## src/rtl/mem_port_arbiter.sv

```systemverilog
`default_nettype none
// ============================================================================
// Module   : mem_port_arbiter
// Purpose  : Shares one memory port between NUM_REQ requesters. One access is
//            issued per cycle, picked round-robin; a requester may lock the
//            port for a burst. Read data returns READ_LATENCY cycles after the
//            accept, tagged with the requester id. Out-of-range addresses are
//            accepted but never reach the memory; reads answer with rsp_err.
// Ports    : clock, reset                 - clock, sync active-high reset
//            req_valid/ready/we/lock      - per-requester handshake + control
//            req_addr/req_wdata           - per-requester word address / data
//            rsp_valid/id/rdata/err       - read response (no backpressure)
//            mem_en/we/addr/din, mem_dout - memory port
// Revision : 1.0 - initial release
// ============================================================================
module mem_port_arbiter #(
   parameter int NUM_REQ      = 2,
   parameter int READ_LATENCY = 2,
   parameter int MEM_WORDS    = 1000
) (
   input  logic                             clock,
   input  logic                             reset,
   input  logic [NUM_REQ-1:0]               req_valid,
   output logic [NUM_REQ-1:0]               req_ready,
   input  logic [NUM_REQ-1:0]               req_we,
   input  logic [NUM_REQ-1:0]               req_lock,
   input  logic [NUM_REQ-1:0][31:0]         req_addr,
   input  logic [NUM_REQ-1:0][31:0]         req_wdata,
   output logic                             rsp_valid,
   output logic [$clog2(NUM_REQ)-1:0]       rsp_id,
   output logic [31:0]                      rsp_rdata,
   output logic                             rsp_err,
   output logic                             mem_en,
   output logic                             mem_we,
   output logic [31:0]                      mem_addr,
   output logic [31:0]                      mem_din,
   input  logic [31:0]                      mem_dout
);

   localparam int          c_ID_W      = $clog2(NUM_REQ);
   localparam logic [31:0] c_MEM_WORDS = 32'(MEM_WORDS);
   localparam int          c_LAST      = READ_LATENCY - 1;

   typedef enum logic [0:0] {
      ST_ARB    = 1'b0,
      ST_LOCKED = 1'b1
   } state_t;

   state_t               r_state;
   state_t               w_state_nxt;
   logic [c_ID_W-1:0]    r_ptr;
   logic [c_ID_W-1:0]    w_ptr_nxt;
   logic [c_ID_W-1:0]    r_owner;
   logic [c_ID_W-1:0]    w_owner_nxt;

   logic                 w_grant;
   logic [c_ID_W-1:0]    w_gid;
   logic [c_ID_W:0]      w_sum;     // one extra bit so ptr+i can be wrapped
   logic                 w_in_range;

   // Response pipeline: stage 0 loads on an accepted read, stage c_LAST
   // lines up with mem_dout for that read.
   logic [READ_LATENCY-1:0]             r_pv;
   logic [READ_LATENCY-1:0]             r_perr;
   logic [READ_LATENCY-1:0][c_ID_W-1:0] r_pid;

   // -------------------------------------------------------------------------
   // Grant selection and next-state logic
   // -------------------------------------------------------------------------
   always_comb begin
      w_grant     = 1'b0;
      w_gid       = '0;
      w_sum       = '0;
      w_state_nxt = r_state;
      w_ptr_nxt   = r_ptr;
      w_owner_nxt = r_owner;

      if (!reset) begin
         if (r_state == ST_LOCKED) begin
            if (req_valid[r_owner]) begin
               w_grant = 1'b1;
               w_gid   = r_owner;
            end
         end else begin
            // Scan from the far end back to ptr so the candidate nearest to
            // ptr is the last one written and therefore wins.
            for (int i = NUM_REQ - 1; i >= 0; i--) begin
               w_sum = {1'b0, r_ptr} + (c_ID_W + 1)'(i);
               if (w_sum >= (c_ID_W + 1)'(NUM_REQ)) begin
                  w_sum = w_sum - (c_ID_W + 1)'(NUM_REQ);
               end
               if (req_valid[w_sum[c_ID_W-1:0]]) begin
                  w_grant = 1'b1;
                  w_gid   = w_sum[c_ID_W-1:0];
               end
            end
         end

         if (w_grant) begin
            w_ptr_nxt = (w_gid == c_ID_W'(NUM_REQ - 1)) ? '0 : w_gid + 1'b1;
            if (req_lock[w_gid]) begin
               w_state_nxt = ST_LOCKED;
               w_owner_nxt = w_gid;
            end else begin
               w_state_nxt = ST_ARB;
            end
         end else begin
            // An idle owner gives the lock up; the pointer already sits past it.
            w_state_nxt = ST_ARB;
         end
      end
   end

   always_ff @(posedge clock) begin
      if (reset) begin
         r_state <= ST_ARB;
         r_ptr   <= '0;
         r_owner <= '0;
      end else begin
         r_state <= w_state_nxt;
         r_ptr   <= w_ptr_nxt;
         r_owner <= w_owner_nxt;
      end
   end

   // -------------------------------------------------------------------------
   // Handshake and memory port
   // -------------------------------------------------------------------------
   assign w_in_range = (req_addr[w_gid] < c_MEM_WORDS);

   always_comb begin
      req_ready = '0;
      mem_en    = 1'b0;
      mem_we    = 1'b0;
      mem_addr  = '0;
      mem_din   = '0;
      if (w_grant) begin
         req_ready[w_gid] = 1'b1;
         // Out-of-range accesses are consumed here and never touch memory.
         if (w_in_range) begin
            mem_en   = 1'b1;
            mem_we   = req_we[w_gid];
            mem_addr = req_addr[w_gid];
            mem_din  = req_wdata[w_gid];
         end
      end
   end

   // -------------------------------------------------------------------------
   // Read response tracking
   // -------------------------------------------------------------------------
   always_ff @(posedge clock) begin
      if (reset) begin
         r_pv   <= '0;
         r_perr <= '0;
         r_pid  <= '0;
      end else begin
         r_pv[0]   <= w_grant & ~req_we[w_gid];
         r_perr[0] <= ~w_in_range;
         r_pid[0]  <= w_gid;
         for (int s = 1; s < READ_LATENCY; s++) begin
            r_pv[s]   <= r_pv[s-1];
            r_perr[s] <= r_perr[s-1];
            r_pid[s]  <= r_pid[s-1];
         end
      end
   end

   // Gated by reset so the response outputs read as idle in any reset cycle.
   assign rsp_valid = r_pv[c_LAST] & ~reset;
   assign rsp_err   = rsp_valid & r_perr[c_LAST];
   assign rsp_id    = rsp_valid ? r_pid[c_LAST] : '0;
   assign rsp_rdata = (rsp_valid && !r_perr[c_LAST]) ? mem_dout : '0;

endmodule
`default_nettype wire

```

## config.mk

```make
export PLATFORM = sky130hd
export DESIGN_NAME = mem_port_arbiter
export DESIGN_NICKNAME = d
export VERILOG_FILES = /design/src/rtl/mem_port_arbiter.sv
export SDC_FILE = /design/constraint.sdc
export NUM_CORES = 1
export LEC_CHECK = 0
export CORE_AREA = 2 2 106 108
export CTS_CLUSTER_DIAMETER = 80
export DETAILED_ROUTE_END_ITERATION = 8
export DIE_AREA = 0 0 108 110
export PLACE_DENSITY = 0.69
export SETUP_SLACK_MARGIN = 0.15
export SYNTH_ARGS = -nofsm -noshare
export SYNTH_HDL_FRONTEND = slang
export SYNTH_SLANG_ARGS = --single-unit
```

## constraint.sdc

```tcl
create_clock -name clock -period 1.87 [get_ports clock]
set_input_delay 0.374 -clock clock [delete_from_list [all_inputs] [get_ports clock]]
set_output_delay 0.374 -clock clock [all_outputs]
set_load 0.02 [all_outputs]
```

# Word level (Yosys, flattened, before mapping)
# Cells that the tools add are included.
# word_totals
reg_bits	9
inputBits	168
output_inout_bits	103
# classes
addsub	4
magnitude_cmp	9
mux	47
bitwise_logic	7
reduce_logical	5
# ops
operator	count
two-way mux 32 bit	9
two-way mux 1 bit	36
less-than comparator 32 x 10 -> 1 bit, second input constant	1
less-than comparator 1 x 2 -> 1 bit, second input constant	5
NOT 1 bit	4
AND 1 bit	3
adder 1 x 1 -> 2 bit, second input constant	1
greater-or-equal comparator 1 x 2 -> 1 bit, second input constant	1
greater-or-equal comparator 2 bit, second input constant	1
logical AND 1 bit	2
two-way mux 2 bit	1
AND reduction 2 bit	1
OR reduction 2 bit	1
subtractor 1 bit, second input constant	2
adder 1 bit, second input constant	1
demux 1 bit (select 1 bit)	1
greater-or-equal comparator 1 bit, second input constant	1
logical NOT 1 bit	1

# Logic depth before layout (Yosys ltp)
# Gate-level depths: netlist (run 1).
# depth
ltp_word	17
ltp_mapped	7
mapped_depth_nobuf	5

# Worst setup path after synthesis (run 1)
# Ideal clock, no wire load.
# synth_path
path_type	in2out
startpoint	in req_addr[13] (netlist bit)
endpoint	out mem_addr[0]
arrival_ns	1.698
setup_slack_ns	-0.202
stages	7
path_buffers	2
path_cell_list	nor4_1 -> nand4_1 -> nor3_4 -> and3b_1 -> buf_6 -> buf_12 -> a22o_1
# synth_via
elab_chain_cells	5
# synth_rtl
item	line	text
start: declaration	27	input logic [NUM_REQ-1:0][31:0] req_addr,
two-way mux 32 bit (not written as such) (2 in series)	129	assign w_in_range = (req_addr[w_gid] < c_MEM_WORDS);
less-than comparator 32 x 10 -> 1 bit	129	
two-way mux 32 bit	140	if (w_in_range) begin
two-way mux 32 bit	137	if (w_grant) begin
end: declaration	35	output logic [31:0] mem_addr,
# Every way passes these cells. The select of a mux whose other input is x is not followed.

# Worst setup path after layout (run 1)
# layout_path
startpoint	reg r_state
endpoint	out mem_din[24]
# layout_via
elab_chain_cells	8
word_cells_on_any_way	13
cone_classes	order compare (1); mux (12)
# layout_rtl
item	line	text
start: declaration	49	state_t r_state;
start signal: assignment	120	r_state <= w_state_nxt;
two-way mux 1 bit	79	if (r_state == ST_LOCKED) begin
two-way mux 1 bit (2 in series)	78	if (!reset) begin
two-way mux 32 bit (not written as such) (2 in series)	129	
less-than comparator 32 x 10 -> 1 bit	129	
two-way mux 32 bit	140	
two-way mux 32 bit *	137	
end: declaration	36	output logic [31:0] mem_din,
# Every way passes the cells marked *; elsewhere a longest branch is shown, timed or not. The select of a mux whose other input is x is not followed.

==> summary.md, run 1 <==
Timing
• 0 — final count of pins violating max slew
• -0.513 ns — Final Worst Setup Slack
• 0.414 ns — final hold slack
• true — RSZ-0062 raised after global routing
• 56 — Final setup violation count
• 420 MHz — maximum operating frequency
• 2.38 ns — Final min period
• 0 — Hold Fails Final Rpt
• 0.000475 ns — Final Skew
• 1.27 — final worst-path cycle share

Worst setup path
• output pin — Setup crit end kind
• r_pv[0]$_SDFF_PP0_ — end of the worst register-to-register path
• 1.50 ns — Worst EP required
• or3b_4 > nand3_4 > nor2_4 > and2_4 > buf_6 > buf_12 > buf_12 > a22o_4 > buf_6 — worst path cell trace
• 4 — buffering stage count on the worst path with inverters included
• 8 — FF-to-FF path depth
• sky130_fd_sc_hd__or3b_4 — slowest CP cell
• 9 — stages on the worst setup path
• 2.01 ns — signal arrival time at the worst endpoint
• 6 — maximum net fanout on the critical path
• mem_din[24] — Setup crit end
• r_state$_SDFF_PN0_ — Critical path origin
• 0.22 ns — register-to-register setup slack
• 0.39 ns — biggest cell delay along the critical path
• flip-flop — Worst setup SP type
• reg2out — path type of the worst setup path
• r_state$_SDFF_PN0_ — worst r2r src
• simple AND/OR/NAND/NOR gates — cell type group with the largest total delay on the critical path

Floorplanning
• 0.0119 mm2 — Die ar.
• 271 — number of placed I/O pins
• 0.0107 mm2 — Core Region
• 0.138 — Initial Utilization
• 38 — total number of placement rows
• 108 um — die width
• 110 um — die span in y

GRT
• 0.160 — GRT Resource Usage Total
• 14,800 um — wire length of the first global-routing pass
• 0 — Remaining Overflow, GRT
• 0 — number of antenna violations at the first check in global routing
• 2,846 — number of global-route vias before repair
• 12 — pin count of the biggest net entering global routing

Detailed routing
• 16.1 um — WL per Instance
• 2,738 — number of vias after detailed routing
• 0 — detailed-route DRC error count
• 4.23 — vias per cell
• 47 — Iter 0 DRT Violations
• 0 — antenna-violating nets left
• 10,400 um — final wirelength
• 4 — number of search-and-repair iterations in the first detailed-routing pass

CTS
• 0.05 ns — clock-pin slew on the worst setup and hold paths
• 0.24 ns — Clk Latency, worst-skew pair
• 0 — quantity of hold-fixing buffers added after cts
• 1 — maximum level of the CTS H-tree
• yes — clock tree from TritonCTS
• sky130_fd_sc_hd__clkbuf_8 — root buffer selected by CTS
• 2 — maximum count of clock buffers along a single path
• 3 — total clock buffers created by CTS
• 9 — clk sinks

Power
• 0.211 — part of the total power dissipated in the clock network
• 0.597 — relative contribution of combinational cells to total power
• 0.300 — Switching Fraction
• 2.63 nW — leakage dissipation
• 153 uV — peak ir drop on the vdd network
• 0.000334 W — total net switching power
• 0.000777 W — Internal Pwr Total
• 0.192 — share of power burned in registers
• 0.00111 W — Power, Total
• 200 mW/mm2 — PD cells

Cells and area
• 276% — growth of design area from synthesis to finish
• 0.575 — fraction of layout cells with a size suffix above 1
• 0.00556 mm2 — final non-filler cell area
• 677 — number of nets in the final layout
• 0.520 — utilization of the core after routing
• 0 — Diodes inserted

Yosys
• 0.333 — Post-Synth Simple-Gate Area
• 8.04 um2 — synthesized area per cell
• sky130_fd_sc_hd__dfxtp_1 — Most used DFF post-synth
• sky130_fd_sc_hd__a22o_1 — top cell type by total area after synthesis
• 31 — Distinct cells, synth
• 184 — Cells after Synth
• 42 x sky130_fd_sc_hd__a22o_1, 35 x sky130_fd_sc_hd__and2_1, 22 x sky130_fd_sc_hd__buf_4 — most instantiated cells after synthesis
• 0.00148 mm2 — total standard cell area after synthesis
• 0.249 — top cell type's share of synthesized area
• sky130_fd_sc_hd__a22o_1 — most frequent cell after synthesis
• 0 — count of yosys warnings during synthesis
• 0 — post-synthesis share of cell area spent on xor and xnor gates
• 0 — EDFF count, synth
• 0.304 — share of the synthesized area in compound gates (AO/OA/AOI/OAI)
• 0 — ys async rst share
• 9 — number of synthesized register bits
• 0 — Synth Area in Adders
• simple AND/OR/NAND/NOR gates — largest family of logic cells by synthesized area
• sky130_fd_sc_hd__a22o_1 25%, sky130_fd_sc_hd__and2_1 15%, sky130_fd_sc_hd__dfxtp_1 12% — top cells by area, synth
• 0.00676 — multiplexer area fraction after synthesis
• 0.122 — post-synthesis sequential area ratio

Placed design
• 0.00465 mm2 — total placed instance area
• 0.857 — final weighted congestion in routability-driven placement
• -1.36 ns — post-place setup slack
• 7650 um — Final HPWL DP
• 248 — number of port buffers

Run status
• negative setup slack — violated checks
• finished, violations left — run status

Flow run
• 0 — MaxCap Viol Count

Worst hold path
• in2reg — hold crit path type

-- layout by cell type (no fill, tap or decap), types with 6 or more instances in the layout --
| cell type | count |
|---|---|
| sky130_fd_sc_hd__conb_1 | 22 |
| sky130_fd_sc_hd__buf_6 | 112 |
| sky130_fd_sc_hd__buf_12 | 8 |
| sky130_fd_sc_hd__a22o_4 | 40 |
| sky130_fd_sc_hd__dlygate4sd2_1 | 24 |
| sky130_fd_sc_hd__clkdlybuf4s15_1 | 15 |
| sky130_fd_sc_hd__buf_4 | 38 |
| sky130_fd_sc_hd__and2_4 | 33 |
| sky130_fd_sc_hd__dlymetal6s2s_1 | 6 |
| sky130_fd_sc_hd__nor2b_1 | 6 |
| sky130_fd_sc_hd__nor4_2 | 7 |
| sky130_fd_sc_hd__buf_2 | 9 |
| sky130_fd_sc_hd__dfxtp_1 | 6 |
| sky130_fd_sc_hd__clkdlybuf4s50_1 | 106 |
| sky130_fd_sc_hd__clkbuf_2 | 7 |
-- what timing repair did --
action                                  in CTS  in global routing
gates resized for setup                    644                 60
endpoints found under the setup margin      82                 81
buffers inserted                            32                  3
gates cloned                                 9                  2
pin swaps                                   48                 42
-- flip-flops by register name, indices dropped and copies added (netlist names) --
register / cells
r_ptr: 1
r_pv: 2
r_pid: 2
r_state: 1
r_perr: 2
r_owner: 1
-- through the flow --
stage | std cells | setup TNS [ns]
after floorplan | 205 | -3.16
after global placement | 598 | -85.35
after detailed placement | 598 | -85.94
after CTS | 643 | -22.55
after global routing | 648 | -25.48
final | 648 | -20.77
-- layer usage --
metal / GRT usage / routed length [um] / share of wire
met3: 0.0329 / 825 / 0.079
met4: 0.0339 / 178 / 0.017
met1: 0.162 / 3540 / 0.34
met5: 0 / 0 / 0
met2: 0.332 / 5880 / 0.56
-- worst reg2reg max path: cells and delay by family (launching register included) --
kind,cells,cell delay [ns]
and+or+nand+nor,3,0.55
AOI/OAI and AO/OA,1,0.22
DFF,1,0.36
buffers and inverters,4,0.43
-- area by class of cell --
| class | count | area, um2 |
|---|---|---|
| clock inverters | 1 | 5.00 |
| well taps | 140 | 175 |
| fillers | 987 | 5140 |
| clock buffers | 3 | 41.3 |
| inverters | 2 | 7.51 |
| multi-input cells | 158 | 1630 |
| repair buffers | 335 | 3520 |
| flip-flops and latches | 9 | 186 |
-- worst min path at each step --
stage,from,to,slack (ns),depth (start not counted)
3_3_place_gp,r_pv[0]$_SDFF_PP0_,r_pv[1]$_SDFF_PP0_,0.42,1
4_1_cts,reset,r_perr[1]$_SDFF_PP0_,0.41,3
2_1_floorplan,r_perr[0]$_SDFF_PP0_,r_perr[1]$_SDFF_PP0_,0.41,1
6_report,reset,r_perr[1]$_SDFF_PP0_,0.41,3
3_5_place_dp,r_perr[0]$_SDFF_PP0_,r_perr[1]$_SDFF_PP0_,0.42,1
5_1_grt,reset,r_perr[1]$_SDFF_PP0_,0.42,3
-- power groups by stage --
stage               clock [W]  sequential [W]  combinational (W)
finish               0.000234        0.000213           0.000663
global route         0.000247        0.000214           0.000703
CTS                  0.000240        0.000213           0.000644
detailed placement          0        0.000217           0.000605
global placement            0        0.000216           0.000596
floorplan                   0        0.000217           0.000164
-- cell families after synthesis --
kind of cell,Yosys count
AO/OA/AOI/OAI,55
flip-flops,9
multiplexers,1
AND/OR/NAND/NOR,80
other,1
buffers and inverters,38
No activity file was read; power rests on OpenSTA's default activity.
==> run 2: changes to the inputs <==
--- a/config.mk
+++ b/config.mk
@@ -6,6 +6,7 @@
 export NUM_CORES = 1
 export LEC_CHECK = 0
 export CORE_AREA = 2 2 106 108
+export CTS_BUF_LIST = sky130_fd_sc_hd__clkbuf_2 sky130_fd_sc_hd__clkbuf_4 sky130_fd_sc_hd__clkbuf_8
 export CTS_CLUSTER_DIAMETER = 80
 export DETAILED_ROUTE_END_ITERATION = 8
 export DIE_AREA = 0 0 108 110
==> results of run 2 <==
Final layout, timing and power as in run 1 (identical DEF).
==> run 3: changes to the inputs <==
--- a/config.mk
+++ b/config.mk
@@ -10,6 +10,7 @@
 export CTS_CLUSTER_DIAMETER = 80
 export DETAILED_ROUTE_END_ITERATION = 8
 export DIE_AREA = 0 0 108 110
+export MAX_ROUTING_LAYER = met4
 export PLACE_DENSITY = 0.69
 export SETUP_SLACK_MARGIN = 0.15
 export SYNTH_ARGS = -nofsm -noshare
==> run 3 against run 2 <==
  * The run still ends with negative setup slack left
  * Sequential cell count is the same
  * First-iteration DRC count rose by 15%
  * Combinational power hardly changed
  * Critical path depth unchanged
  * Worst setup slack lost 0.0014 ns
  * Routed wire length barely moved
==> summary.md, run 3 (synthesized netlist as in run 1, its figures left out) <==
Worst setup path
• 4 — buffering stage count on the worst path with inverters included, unchanged
• 1.50 ns — Worst EP required, about the same
• flip-flop — Worst setup SP type
• or3b_4 > nand3_4 > nor2_4 > and2_4 > buf_6 > buf_12 > buf_12 > a22o_4 > buf_6 — worst path cell trace
• output pin — Setup crit end kind
• sky130_fd_sc_hd__or3b_4 — slowest CP cell
• 0.39 ns — biggest cell delay along the critical path, about the same
• reg2out — path type of the worst setup path
• 6 — maximum net fanout on the critical path, unchanged
• simple AND/OR/NAND/NOR gates — cell type group with the largest total delay on the critical path
• 2.01 ns — signal arrival time at the worst endpoint, about the same

GRT
• 12 — pin count of the biggest net entering global routing, unchanged
• 0.164 — GRT Resource Usage Total, +0.00443
• 14,700 um — wire length of the first global-routing pass, -0.33%
• 2,859 — number of global-route vias before repair, +0.46%
• 0 — number of antenna violations at the first check in global routing, unchanged
• 0 — Remaining Overflow, GRT, unchanged

CTS
• 0.05 ns — clock-pin slew on the worst setup and hold paths, about the same
• yes — clock tree from TritonCTS
• 0 — quantity of hold-fixing buffers added after cts, unchanged
• 3 — total clock buffers created by CTS, unchanged
• 9 — clk sinks, unchanged
• 0.24 ns — Clk Latency, worst-skew pair, about the same
• 2 — maximum count of clock buffers along a single path, unchanged
• sky130_fd_sc_hd__clkbuf_8 — root buffer selected by CTS
• 1 — maximum level of the CTS H-tree, unchanged

Timing
• 0 — Hold Fails Final Rpt, unchanged
• 0.000362 ns — Final Skew, -0.000113 ns
• 419 MHz — maximum operating frequency, about the same
• true — RSZ-0062 raised after global routing
• 1.28 — final worst-path cycle share, about the same
• 0 — final count of pins violating max slew, unchanged
• 2.38 ns — Final min period, +0.00145 ns
• 56 — Final setup violation count, unchanged
• -0.514 ns — Final Worst Setup Slack, -0.00145 ns

Cells and area
• 112 x sky130_fd_sc_hd__buf_6, 106 x sky130_fd_sc_hd__clkdlybuf4s50_1, 40 x sky130_fd_sc_hd__a22o_4 — most used cells in the layout excluding fill and tap cells
• sky130_fd_sc_hd__buf_6 — most common library cell in the layout ignoring fill and taps
• 0 — Diodes inserted, unchanged
• 987 — fill cell total of the finished layout, unchanged
• 276% — growth of design area from synthesis to finish, unchanged
• r_perr (2), r_pid (2), r_pv (2) — Regs by FF count
• 0.00556 mm2 — final non-filler cell area, unchanged
• 648 — number of non-filler instances in the completed layout, unchanged
• 677 — number of nets in the final layout, unchanged
• 0.575 — fraction of layout cells with a size suffix above 1, unchanged

Power
• 0.211 — part of the total power dissipated in the clock network, about the same
• 153 uV — peak ir drop on the vdd network, about the same
• 0.597 — relative contribution of combinational cells to total power, about the same
• 200 mW/mm2 — PD cells, about the same
• 0.000777 W — Internal Pwr Total, about the same
• 0.000334 W — total net switching power, +0.23%
• 0.301 — Switching Fraction, +0.000497
• 0.192 — share of power burned in registers, about the same
• 2.63 nW — leakage dissipation, about the same

Placed design
• 7650 um — Final HPWL DP, unchanged
• 598 — placed cell count, unchanged
• 0.870 — final weighted congestion in routability-driven placement, +1.6%
• 0.00465 mm2 — total placed instance area, unchanged
• -1.36 ns — post-place setup slack, unchanged
• 248 — number of port buffers, unchanged

Detailed routing
• 10,400 um — final wirelength, about the same
• 2,735 — number of vias after detailed routing, -0.11%
• 4 — number of search-and-repair iterations in the first detailed-routing pass, unchanged
• 54 — Iter 0 DRT Violations, +15%
• 0 — detailed-route DRC error count, unchanged
• 0 — antenna-violating nets left, unchanged
• 16.1 um — WL per Instance, about the same
• 4.22 — vias per cell, -0.11%

Floorplanning
• 0.0107 mm2 — Core Region, unchanged
• 271 — number of placed I/O pins, unchanged
• 110 um — die span in y, unchanged
• 38 — total number of placement rows, unchanged
• 0.0119 mm2 — Die ar., unchanged
• 0.138 — Initial Utilization, unchanged
• 108 um — die width, unchanged

Run status
• finished, violations left — run status
• negative setup slack — violated checks

Flow run
• 0 — MaxCap Viol Count, unchanged

Worst hold path
• in2reg — hold crit path type

-- run 3: cell counts in the layout (fill, tap and decap cells not counted) --
Identical to the previous run, type by type.
-- run 3: final cells by class --
class	count	area (um2)	share of cell area
sequential	9	186	0.0335
multi-input combinational	158	1630	0.293
inverter	2	7.51	0.00135
tap	140	175	0.0315
clock inverter	1	5.00	0.000900
timing repair buffer	335	3520	0.632
clock buffer	3	41.3	0.00743
-- run 3: final timing paths --
path,slack (ns),depth (start not counted),start,endpoint
setup / recovery,-0.51,9,r_state$_SDFF_PN0_,mem_din[24]
hold / removal,0.41,3,reset,r_perr[1]$_SDFF_PP0_
setup reg to reg,0.22,8,r_state$_SDFF_PN0_,r_pv[0]$_SDFF_PP0_
hold reg to reg,0.43,1,r_pid[0]$_SDFF_PP0_,r_pid[1]$_SDFF_PP0_
-- run 3: worst reg2reg max path, delay by kind of cell (launching register included) --
family,cells,cell delay [ns]
AOI/OAI and AO/OA,1,0.22
buffers and inverters,4,0.43
DFF,1,0.36
and+or+nand+nor,3,0.55
-- run 3: routing by layer --
metal | wire [um] | GRT usage | up-vias
met1 | 3590 | 0.163 | 1287
li1 | - | - | 1288
met4 | 153 | 0.0339 | 0
met2 | 5910 | 0.332 | 147
met3 | 777 | 0.0306 | 13
met5 | 0 | - | -
-- run 3: per-stage QoR --
stage | hold slack (ns) | TNS, ns | utilization | power, W
floorplan | 0.414 | -3.16 | - | 0.000381
global placement | 0.423 | -85.35 | 0.435 | 0.000812
detailed placement | 0.425 | -85.94 | 0.435 | 0.000822
CTS | 0.408 | -22.55 | 0.502 | 0.00110
global route | 0.422 | -25.33 | 0.520 | 0.00116
finish | 0.413 | -20.73 | 0.520 | 0.00111
-- run 3: power groups by stage --
stage / Sequential [W] / Combinational [W] / Clock, W
2_1_floorplan: 0.000217 / 0.000164 / 0
3_3_place_gp: 0.000216 / 0.000596 / 0
3_5_place_dp: 0.000217 / 0.000605 / 0
4_1_cts: 0.000213 / 0.000644 / 0.000240
5_1_grt: 0.000214 / 0.000703 / 0.000247
6_report: 0.000213 / 0.000663 / 0.000235
-- run 3: repair_timing --
action | CTS | global route
setup buffers | 32 | 3
gates resized for setup | 644 | 60
cloned | 9 | 2
endpoints found under the setup margin | 82 | 81
pin swaps | 48 | 42
